==> config.mk <==
export PLATFORM = sky130hd
export DESIGN_NAME = mem_port_arbiter
export DESIGN_NICKNAME = d
export VERILOG_FILES = /design/src/rtl/mem_port_arbiter.sv
export SDC_FILE = /design/constraint.sdc
export NUM_CORES = 1
export LEC_CHECK = 0
export BUFFER_PORTS_ARGS = -buffer_cell sky130_fd_sc_hd__buf_2
export CAP_MARGIN = 20
export CORE_AREA = 2 2 132 134
export DETAILED_ROUTE_END_ITERATION = 10
export DIE_AREA = 0 0 134 136
export PLACE_DENSITY_LB_ADDON = 0.12
export SLEW_MARGIN = 20
export SYNTH_ARGS = -nofsm -noshare
export SYNTH_HDL_FRONTEND = slang
export SYNTH_SLANG_ARGS = --single-unit
==> constraint.sdc <==
create_clock -name clk_i -period 2.2 [get_ports clk_i]
set_input_delay 0.33 -clock clk_i [delete_from_list [all_inputs] [get_ports clk_i]]
set_output_delay 0.33 -clock clk_i [all_outputs]
set_load 0.02 [all_outputs]
==> src/rtl/mem_port_arbiter.sv <==
`default_nettype none
// ============================================================================
// Module   : mem_port_arbiter
// Purpose  : Shares one single-port SRAM (1-cycle read latency) between the
//            Ibex instruction-fetch port and the Ibex LSU data port. Requests
//            are decoded against the SRAM window and arbitrated round-robin.
//            Out-of-window requests are granted and error-terminated locally
//            without reaching the SRAM.
// Ports    : clk_i, rst_ni            clock, synchronous active-low reset
//            instr_*                  fetch request/grant/response channel
//            data_*                   LSU request/grant/response channel
//            mem_*                    SRAM request and response
//            stat_*_stall_o           saturating stall-cycle counters
// Options  : MEM_PORT_ARBITER_STATS_EN - when defined the stall counters are
//            built; otherwise both stat outputs are tied to zero.
// Revision : 1.0 - initial release
// ============================================================================
module mem_port_arbiter #(
   parameter logic [31:0] MemStart  = 32'h0000_0000,
   parameter int unsigned MemSize   = 65536,
   parameter bit          DataFirst = 1'b1
) (
   input  logic        clk_i,
   input  logic        rst_ni,
   // Instruction fetch port
   input  logic        instr_req_i,
   input  logic [31:0] instr_addr_i,
   output logic        instr_gnt_o,
   output logic        instr_rvalid_o,
   output logic [31:0] instr_rdata_o,
   output logic        instr_err_o,
   // LSU data port
   input  logic        data_req_i,
   input  logic        data_we_i,
   input  logic [3:0]  data_be_i,
   input  logic [31:0] data_addr_i,
   input  logic [31:0] data_wdata_i,
   output logic        data_gnt_o,
   output logic        data_rvalid_o,
   output logic [31:0] data_rdata_o,
   output logic        data_err_o,
   // SRAM port
   output logic        mem_req_o,
   output logic        mem_we_o,
   output logic [3:0]  mem_be_o,
   output logic [31:0] mem_addr_o,
   output logic [31:0] mem_wdata_o,
   input  logic        mem_rvalid_i,
   input  logic [31:0] mem_rdata_i,
   // Statistics
   output logic [31:0] stat_instr_stall_o,
   output logic [31:0] stat_data_stall_o
);

   localparam logic [31:0] WinMask  = ~(32'(MemSize) - 32'd1);
   localparam logic        OwnInstr = 1'b0;
   localparam logic        OwnData  = 1'b1;
   // last_q holds the previous winner; the other port wins the next tie.
   localparam logic        LastRst  = DataFirst ? OwnInstr : OwnData;

   logic        instr_in_win;
   logic        data_in_win;
   logic        gnt_instr;
   logic        gnt_data;
   logic        any_gnt;
   logic        win_in_win;
   logic        issue;
   logic        last_q;
   logic        rsp_vld_q;
   logic        rsp_own_q;
   logic        rsp_err_q;
   logic        rsp_live;
   logic [31:0] rsp_rdata;

   assign instr_in_win = ((instr_addr_i & WinMask) == MemStart);
   assign data_in_win  = ((data_addr_i  & WinMask) == MemStart);

   // Round-robin: on a tie the port that did not win last time is granted.
   always_comb begin
      gnt_data  = 1'b0;
      gnt_instr = 1'b0;
      if (rst_ni) begin
         if (data_req_i && (!instr_req_i || (last_q == OwnInstr))) begin
            gnt_data = 1'b1;
         end else if (instr_req_i) begin
            gnt_instr = 1'b1;
         end
      end
   end

   assign any_gnt     = gnt_instr | gnt_data;
   assign win_in_win  = gnt_data ? data_in_win : instr_in_win;
   assign issue       = any_gnt & win_in_win;
   assign instr_gnt_o = gnt_instr;
   assign data_gnt_o  = gnt_data;

   // SRAM request fields are zero whenever nothing is issued.
   always_comb begin
      mem_req_o   = 1'b0;
      mem_we_o    = 1'b0;
      mem_be_o    = 4'h0;
      mem_addr_o  = 32'h0;
      mem_wdata_o = 32'h0;
      if (issue) begin
         mem_req_o = 1'b1;
         if (gnt_data) begin
            mem_we_o    = data_we_i;
            mem_be_o    = data_be_i;
            mem_addr_o  = data_addr_i;
            mem_wdata_o = data_wdata_i;
         end else begin
            mem_we_o    = 1'b0;
            mem_be_o    = 4'hF;
            mem_addr_o  = instr_addr_i;
            mem_wdata_o = 32'h0;
         end
      end
   end

   always_ff @(posedge clk_i) begin
      if (!rst_ni) begin
         last_q <= LastRst;
      end else if (any_gnt) begin
         last_q <= gnt_data;
      end
   end

   // Response pipeline: one stage, reloaded every cycle so a new grant can
   // coincide with the response of the previous one.
   always_ff @(posedge clk_i) begin
      if (!rst_ni) begin
         rsp_vld_q <= 1'b0;
         rsp_own_q <= OwnInstr;
         rsp_err_q <= 1'b0;
      end else begin
         rsp_vld_q <= any_gnt;
         rsp_own_q <= gnt_data;
         rsp_err_q <= any_gnt & ~win_in_win;
      end
   end

   // Asserting reset drops an in-flight response immediately, not only from
   // the next cycle on.
   assign rsp_live  = rst_ni & rsp_vld_q;
   // Error responses never touched the SRAM, so its read data is ignored.
   assign rsp_rdata = rsp_err_q ? 32'h0 : mem_rdata_i;

   always_comb begin
      instr_rvalid_o = 1'b0;
      instr_rdata_o  = 32'h0;
      instr_err_o    = 1'b0;
      data_rvalid_o  = 1'b0;
      data_rdata_o   = 32'h0;
      data_err_o     = 1'b0;
      if (rsp_live) begin
         if (rsp_own_q == OwnData) begin
            data_rvalid_o = 1'b1;
            data_rdata_o  = rsp_rdata;
            data_err_o    = rsp_err_q;
         end else begin
            instr_rvalid_o = 1'b1;
            instr_rdata_o  = rsp_rdata;
            instr_err_o    = rsp_err_q;
         end
      end
   end

`ifdef MEM_PORT_ARBITER_STATS_EN
   logic [31:0] instr_stall_q;
   logic [31:0] data_stall_q;

   // Counters saturate at all-ones instead of wrapping.
   always_ff @(posedge clk_i) begin
      if (!rst_ni) begin
         instr_stall_q <= 32'h0;
         data_stall_q  <= 32'h0;
      end else begin
         if (instr_req_i && !gnt_instr && (instr_stall_q != 32'hFFFF_FFFF)) begin
            instr_stall_q <= instr_stall_q + 32'd1;
         end
         if (data_req_i && !gnt_data && (data_stall_q != 32'hFFFF_FFFF)) begin
            data_stall_q <= data_stall_q + 32'd1;
         end
      end
   end

   assign stat_instr_stall_o = instr_stall_q;
   assign stat_data_stall_o  = data_stall_q;
`else
   assign stat_instr_stall_o = 32'h0;
   assign stat_data_stall_o  = 32'h0;
`endif

`ifndef SYNTHESIS
   // The SRAM must answer exactly the requests that were issued to it.
   always_ff @(posedge clk_i) begin
      if (rst_ni) begin
         assert (mem_rvalid_i == (rsp_vld_q && !rsp_err_q));
      end
   end
`endif

endmodule
`default_nettype wire

Yosys cells after proc, flatten, opt, wreduce, memory -nomap -nowiden
Cells that the tools add are included.
{"block": "op_classes", "n_mux": 28, "n_bitwise": 6, "reduce_logical": 5}
{"operator": "two-way mux 32 bit", "count": 9}
{"operator": "zero test 32 bit", "count": 2}
{"operator": "two-way mux 1 bit", "count": 17}
{"operator": "two-way mux 4 bit", "count": 2}
{"operator": "bitwise AND 1 bit", "count": 3}
{"operator": "NOT 1 bit", "count": 2}
{"operator": "logical AND 1 bit", "count": 1}
{"operator": "zero test 1 bit", "count": 1}
{"operator": "logical OR 1 bit", "count": 1}
{"operator": "OR 1 bit", "count": 1}
{"block": "totals", "ff_bits": 4, "inputBits": 138, "elab_cells": 43}

Depth between registers and ports, before layout
Gate-level depths: netlist of run 1.
{"block": "depth", "depth_word": 8, "mapped_depth": 5, "depth_no_buf": 4}

Worst setup path before layout of run 1
Ideal clock, no wire load.
{"block": "synth_path", "path_kind": "input -> output", "startpoint": "in data_addr_i[17]", "endpoint": "out mem_addr_o[0]", "arrival_ns": 1.694, "required_ns": 1.870, "setup_slack_ns": 0.176, "stages": 5, "cell_sequence": "or4_1 -> nor2_1 -> nand4_1 -> buf_2 -> a21oi_1"}
{"block": "synth_via", "elab_chain_len": 4}
{"item": "start, declared", "line_no": "36", "source": "input logic [31:0] data_addr_i,"}
{"item": "zero test 32 bit", "line_no": "76", "source": "assign data_in_win = ((data_addr_i & WinMask) == MemStart);"}
{"item": "two-way mux 1 bit", "line_no": "92", "source": "assign win_in_win = gnt_data ? data_in_win : instr_in_win;"}
{"item": "bitwise AND 1 bit", "line_no": "93", "source": "assign issue = any_gnt & win_in_win;"}
{"item": "two-way mux 32 bit", "line_no": "104", "source": "if (issue) begin"}
{"item": "end, declared", "line_no": "46", "source": "output logic [31:0] mem_addr_o,"}
Every way passes these cells.

Final worst setup path of run 1
{"block": "layout_path", "startpoint": "in data_addr_i[20]", "endpoint": "out mem_be_o[3]"}
{"block": "layout_via", "elab_chain_len": 4}
{"item": "zero test 32 bit", "line_no": "76"}
{"item": "two-way mux 1 bit", "line_no": "92"}
{"item": "bitwise AND 1 bit", "line_no": "93"}
{"item": "two-way mux 4 bit", "line_no": "104"}
{"item": "end, declared", "line_no": "45", "source": "output logic [3:0] mem_be_o,"}
Every way passes these cells.

==> results of run 1 <==
[cell usage in the layout, fill, tap and decap left out]
master,count
and2_1,33
conb_1,80
or3_1,1
nand4_1,1
buf_12,1
clkbuf_16,3
dfxtp_1,4
buf_2,239
nor4_1,3
inv_1,3
and3b_1,1
nand2_1,36
nor2_1,67
and3_1,1
nand2b_1,2
a21oi_2,5
nand3_1,1
a21oi_4,2
or2_2,1
or4_4,2
buf_6,5
a22oi_1,16
nor2_4,1
clkinv_1,1
nor4_2,3
buf_4,26
a21boi_0,1
and4_4,3
a21oi_1,20
[state kept, by name, indices dropped and copies added, names as in the netlist]
signal / flops
last_q: 1
rsp_err_q: 1
rsp_own_q: 1
rsp_vld_q: 1
[worst min-delay path by stage]
stage | from | end | slack [ns] | depth (start not counted)
5_1_grt | instr_req_i | rsp_own_q$_SDFF_PN0_ | 0.35 | 2
2_1_floorplan | instr_req_i | rsp_own_q$_SDFF_PN0_ | 0.42 | 1
4_1_cts | instr_req_i | rsp_own_q$_SDFF_PN0_ | 0.34 | 2
3_5_place_dp | last_q$_SDFFE_PN0P_ | rsp_own_q$_SDFF_PN0_ | 0.48 | 1
6_report | instr_req_i | rsp_own_q$_SDFF_PN0_ | 0.34 | 2
3_3_place_gp | last_q$_SDFFE_PN0P_ | rsp_own_q$_SDFF_PN0_ | 0.49 | 1
[final cells by class]
| class | count | area (sq um) |
|---|---|---|
| repair buffers | 271 | 1470 |
| fillers | 2020 | 13600 |
| flip-flops and latches | 4 | 80.1 |
| well taps | 225 | 282 |
| inverters | 4 | 15.0 |
| clock buffers | 3 | 75.1 |
| multi-input cells | 280 | 1370 |
[layer usage]
layer,wire [um],vias up,global-route usage (%)
li1,-,1342,-
met1,3420,1183,8.82
met2,4720,154,14.6
met3,734,6,1.72
met4,52,0,1.12
met5,0,-,0
[where the power goes]
part	switching, mW	internal (mW)
clock	0.0500	0.232
sequential	0.00309	0.0789
combinational	0.294	0.143
[cell families after synthesis]
logic type | Yosys count
and+or+nand+nor | 154
buffers and inverters | 105
AOI/OAI and AO/OA | 44
DFF | 4
other | 1
[timing repair]
item	CTS	global route
gates resized for setup	2	45
pin swaps	0	1
setup endpoints to repair	24	44
gates cloned	0	4
buffers inserted	0	2
[synthesized netlist by cell type]
cell and count:
buf_4 80, nor2_1 68, nand2_1 36, and2_1 33, a21oi_1 27, a22oi_1 16, clkbuf_1 14, nor4_1 6
buf_2 4, dfxtp_1 4, buf_6 3, inv_1 3, nand2b_1 2, or4_1 2, a21boi_0 1, and3_1 1
and3b_1 1, and4_4 1, clkinv_1 1, conb_1 1, nand3_1 1, nand4_1 1, or2_2 1, or3_1 1
==> metrics.yaml, run 1 <==
status: "finished, final reports clean"
grt_max_degree: 35
dp_hpwl_um: 7050
syn_area_sq_um: 1780
netlist.area_leader.share_pct: 33.7
synth_mux_area_share_pct: 0
layout-drive-gt1-share_pct: 51.8
cts_tree: "done"
vias: 2685
fin_tns_setup_ns: 0
start_util_pct: 10.6
critical_path_arrival_ns: 1.86
synth_area_leaders: "buf_4 (34%), nor2_1 (14%), and2_1 (12%)"
startpoint: "data_addr_i[20]"
grt_pass1_wl_um: 11500
fin_nets: 702
wl_um: 8930
dp_cells: 778
synth_fa_ha_area_share_pct: 0
drcViolationCount: 0
finalHoldViolCount: 0
endpoint: "mem_be_o[3]"
grt_pass1_vias: 2237
slew_violations: 0
yosysWarnings: 0
cts-hold-fix-buffers: 0
critPathSlowestCell: "or4_4"
period_share_pct: 99.4
clkTransAtPathRegs_ns: 0.03
post-place-ws_ns: -0.0546
synth_top_area_cell: "buf_4"
maxCapViolCount: 0
final_util_pct: 19.5
cp_common_cell: "buf_4"
ios: 342
r2r_cells: 5
holdCritPathClass: "in -> reg"
clock_skew_ns: 0.00163
htreeDepth: 1
syn_area_per_cell_sq_um: 5.78
fmax_mhz: 457
tightestPinTransition_ns: 0.649
dpl_cell_area_sq_um: 3020
crit_family: "simple AND/OR/NAND/NOR gates"
rsz0062_at_grt: "true"
fp-row-count: 48
critPathRequiredTime_ns: 1.87
slew_headroom_pct: 56.7
min_period_ns: 2.19
antenna_found_initial: 0
wl_per_cell_um: 11.3
track_usage_pct: 7.63
crit_path_end_kind: "output port"
critical_path_buf_inv_count: 4
clock_latency_ns: 0.22
cp_max_fo: 5
holdWs_ns: 0.339
synth_xor_area_share_pct: 0
ant_nets: 0
synthSimpleGateAreaFrac_pct: 40.0
die_area_sq_um: 18200
final-setup-viol-count: 0
synth_top_family_by_area: "buffers and inverters"
r2r-start: "last_q$_SDFFE_PN0P_"
cts_root_buffer: "clkbuf_16"
crit_cells: 8
final_cells: 787
portBuffers: 260
core-area_sq_um: 16900
synth_seq_cells: 4
cts_made_buffers: 3
area_growth_pct: 84.9
critical-path-max-stage-delay_ns: 0.54
fin_ws_ns: 0.0129
p_per_area_nw_per_um2: 243
drt-initial-drc-count: 68
die_w_um: 134
syn_inst: 308
synth_compound_area_share_pct: 14.8
viasPerCell: 3.41
p_leak_nw: 2.02
grt_overflow: 0
reg2reg_slack_ns: 0.76
design_power_total_uw: 801
ys_seq_area_share_pct: 4.50
diodes: 0
start_kind: "input port"
crit_type: "in -> out"
timing.rr.end: "rsp_err_q$_SDFF_PN0_"
place.gp.congestion: 0.782
clockBufferDepth: 2
drtPass1Iterations: 4
die_h_um: 136
netlist-cell-type-count: 24
crit_chain: "buf_2, or4_4, nor2_4, nand4_1, buf_6, buf_4, a21oi_2, buf_4"
final_design_area_no_fill_sq_um: 3290
peakVddDrop_uv: 152
cts_sinks: 4
Power figures use the tool's default switching activity.
==> run 2, diff against run 1 <==
--- a/config.mk
+++ b/config.mk
@@ -7,9 +7,9 @@
 export LEC_CHECK = 0
 export BUFFER_PORTS_ARGS = -buffer_cell sky130_fd_sc_hd__buf_2
 export CAP_MARGIN = 20
-export CORE_AREA = 2 2 132 134
+export CORE_AREA = 2 2 131 133
 export DETAILED_ROUTE_END_ITERATION = 10
-export DIE_AREA = 0 0 134 136
+export DIE_AREA = 0 0 133 135
 export PLACE_DENSITY_LB_ADDON = 0.12
 export SLEW_MARGIN = 20
 export SYNTH_ARGS = -nofsm -noshare
==> constraint.sdc (replaced) <==
create_clock -name clk_i -period 2.65 [get_ports clk_i]
set_input_delay 0.3975 -clock clk_i [delete_from_list [all_inputs] [get_ports clk_i]]
set_output_delay 0.3975 -clock clk_i [all_outputs]
set_load 0.02 [all_outputs]
==> run 2 against run 1 <==
  * Clock power fell by 17%
  * Non-clock buffer count fell by 5
  * Worst hold slack improved by 0.068 ns
  * Power fell by 17%
  * Register-to-register slack improved by 0.52 ns
  * Final area fell by 6.2%
  * Final cell count fell by 1.5%
  * Combinational power fell by 17%
  * Clock skew barely moved
  * First-iteration DRC count did not move
  * Critical path type unchanged
  * Critical endpoint is now mem_wdata_o[12]
==> metrics.yaml, run 2 (same netlist as run 1, synthesis figures left out) <==
wl_per_cell_um: 10.9  # was 11.3 um
finalHoldViolCount: 0  # unchanged
track_usage_pct: 8.08  # was 7.63%
slew_headroom_pct: 53.9  # was 56.7%
final_cells: 775  # was 787
final-setup-viol-count: 0  # unchanged
rsz0062_at_grt: "false"  # was true
period_share_pct: 88.4
p_per_area_nw_per_um2: 215  # was 243 nW/um^2
dp_cells: 771  # was 778
mostFrequentLayoutCells: "buf_2 (260), conb_1 (80), nor2_1 (68)"  # was buf_2 (239), conb_1 (80), nor2_1 (67)
cts_root_buffer: "clkbuf_16"  # unchanged
grt_pass1_wl_um: 11800  # was 11500 um
min_period_ns: 2.34
grt_max_degree: 35  # unchanged
vias: 2633  # was 2685
tightestPinTransition_ns: 0.691  # was 0.649 ns
p_switching_uw: 285  # was 347 uW
maxCapViolCount: 0  # unchanged
fmax_mhz: 427
ant_nets: 0  # unchanged
clock_power_share_pct: 35.4  # was 35.2%
wl_um: 8430  # was 8930 um
final_util_pct: 18.8  # was 19.5%
final_design_area_no_fill_sq_um: 3090  # was 3290 sq um
post_cts_buffers: 0  # unchanged
combPwrFrac_pct: 54.4  # was 54.6%
die_h_um: 135  # was 136 um
critPathSlowestCell: "or4_1"  # was or4_4
portBuffers: 260  # unchanged
cp_max_fo: 33  # was 5
diodes: 0  # unchanged
critPathRequiredTime_ns: 2.25  # was 1.87 ns
clock_skew_ns: 0.00179  # was 0.00163 ns
status: "finished, final reports clean"  # unchanged
critical_path_arrival_ns: 1.94  # was 1.86 ns
viasPerCell: 3.40  # was 3.41
critical-path-max-stage-delay_ns: 0.52  # was 0.54 ns
drt-initial-drc-count: 68  # unchanged
crit_chain: "buf_2, or4_1, nor2_1, and4_4, and2_1, buf_2"  # was buf_2, or4_4, nor2_4, nand4_1, buf_6, buf_4, a21oi_2, buf_4
clock_latency_ns: 0.22  # about the same
holdWs_ns: 0.407  # was 0.339 ns
grt_pass1_vias: 2284  # was 2237
crit_path_end_kind: "output port"  # unchanged
peakVddDrop_uv: 149  # was 152 uV
switching_share_pct: 42.9  # was 43.3%
internal_power_uw: 379  # was 454 uW
fp-row-count: 47  # was 48
dp_hpwl_um: 7120  # was 7050 um
ios: 342  # unchanged
antenna_found_initial: 0  # unchanged
fin_nets: 695  # was 702
die_w_um: 133  # was 134 um
p_seq_share_pct: 10.2  # about the same
place.gp.congestion: 0.839  # was 0.782
slew_violations: 0  # unchanged
drcViolationCount: 0  # unchanged
clkTransAtPathRegs_ns: 0.03  # about the same
cp_common_cell: "buf_2"  # was buf_4
layout-drive-gt1-share_pct: 49.0  # was 51.8%
p_leak_nw: 1.98  # was 2.02 nW
crit_type: "in -> out"  # unchanged
die_area_sq_um: 18000  # was 18200 sq um
start_kind: "input port"  # unchanged
htreeDepth: 1  # unchanged
area_growth_pct: 73.4  # was 84.9%
holdCritPathClass: "in -> reg"  # unchanged
core-area_sq_um: 16400  # was 16900 sq um
start_util_pct: 10.9  # was 10.6%
clockBufferDepth: 2  # unchanged
cts_resized: 0  # was 2
layout_commonest_cell: "buf_2"  # unchanged
cts_sinks: 4  # unchanged
fin_tns_setup_ns: 0  # unchanged
dpl_cell_area_sq_um: 2990  # was 3020 sq um
drtPass1Iterations: 4  # unchanged
cts_tree: "done"  # unchanged
cts-hold-fix-buffers: 0  # unchanged
grt_overflow: 0  # unchanged
cts_made_buffers: 3  # unchanged
-- run 2: path summary, 6_finish.rpt --
check	start	to	slack, ns	cells after the start
setup / recovery	data_addr_i[17]	mem_wdata_o[12]	0.31	6
setup reg to reg	last_q$_SDFFE_PN0P_	rsp_err_q$_SDFF_PN0_	1.28	5
hold / removal	instr_req_i	rsp_own_q$_SDFF_PN0_	0.41	2
hold reg to reg	last_q$_SDFFE_PN0P_	rsp_own_q$_SDFF_PN0_	0.50	1
-- run 2: critical path: cells and delay by family --
family                 cells  cell delay (ns)
AND/OR/NAND/NOR            4             1.27
buffers and inverters      2             0.26
-- run 2: metal layers --
metal	global-route usage (%)	share of wire, %	wire length, um	vias up
met5	0	0	0	-
met4	1.61	0.69	58	0
met3	1.88	9.1	771	6
met2	15.7	55	4600	155
met1	8.91	36	3000	1144
li1	-	-	-	1328
-- run 2: layout make-up --
| type | instances | area, sq um |
|---|---|---|
| Sequential cell | 4 | 80.1 |
| Fill cell | 1932 | 13300 |
| Timing Repair Buffer | 266 | 1360 |
| Tap cell | 220 | 275 |
| Multi-Input combinational cell | 278 | 1280 |
| Inverter | 4 | 15.0 |
| Clock buffer | 3 | 75.1 |
-- run 2: through the flow --
stage          setup WS [ns]  power [mW]
2_1_floorplan          0.491       0.373
3_3_place_gp           0.297       0.425
3_5_place_dp           0.296       0.423
4_1_cts                0.265       0.662
5_1_grt                0.200       0.711
6_report               0.308       0.664
-- run 2: power by group through the flow --
stage               Sequential, mW  Clock [mW]  Combinational [mW]
floorplan                   0.0682           0               0.305
global placement            0.0686           0               0.356
detailed placement          0.0688           0               0.354
CTS                         0.0680       0.239               0.355
global route                0.0683       0.244               0.398
finish                      0.0679       0.235               0.361
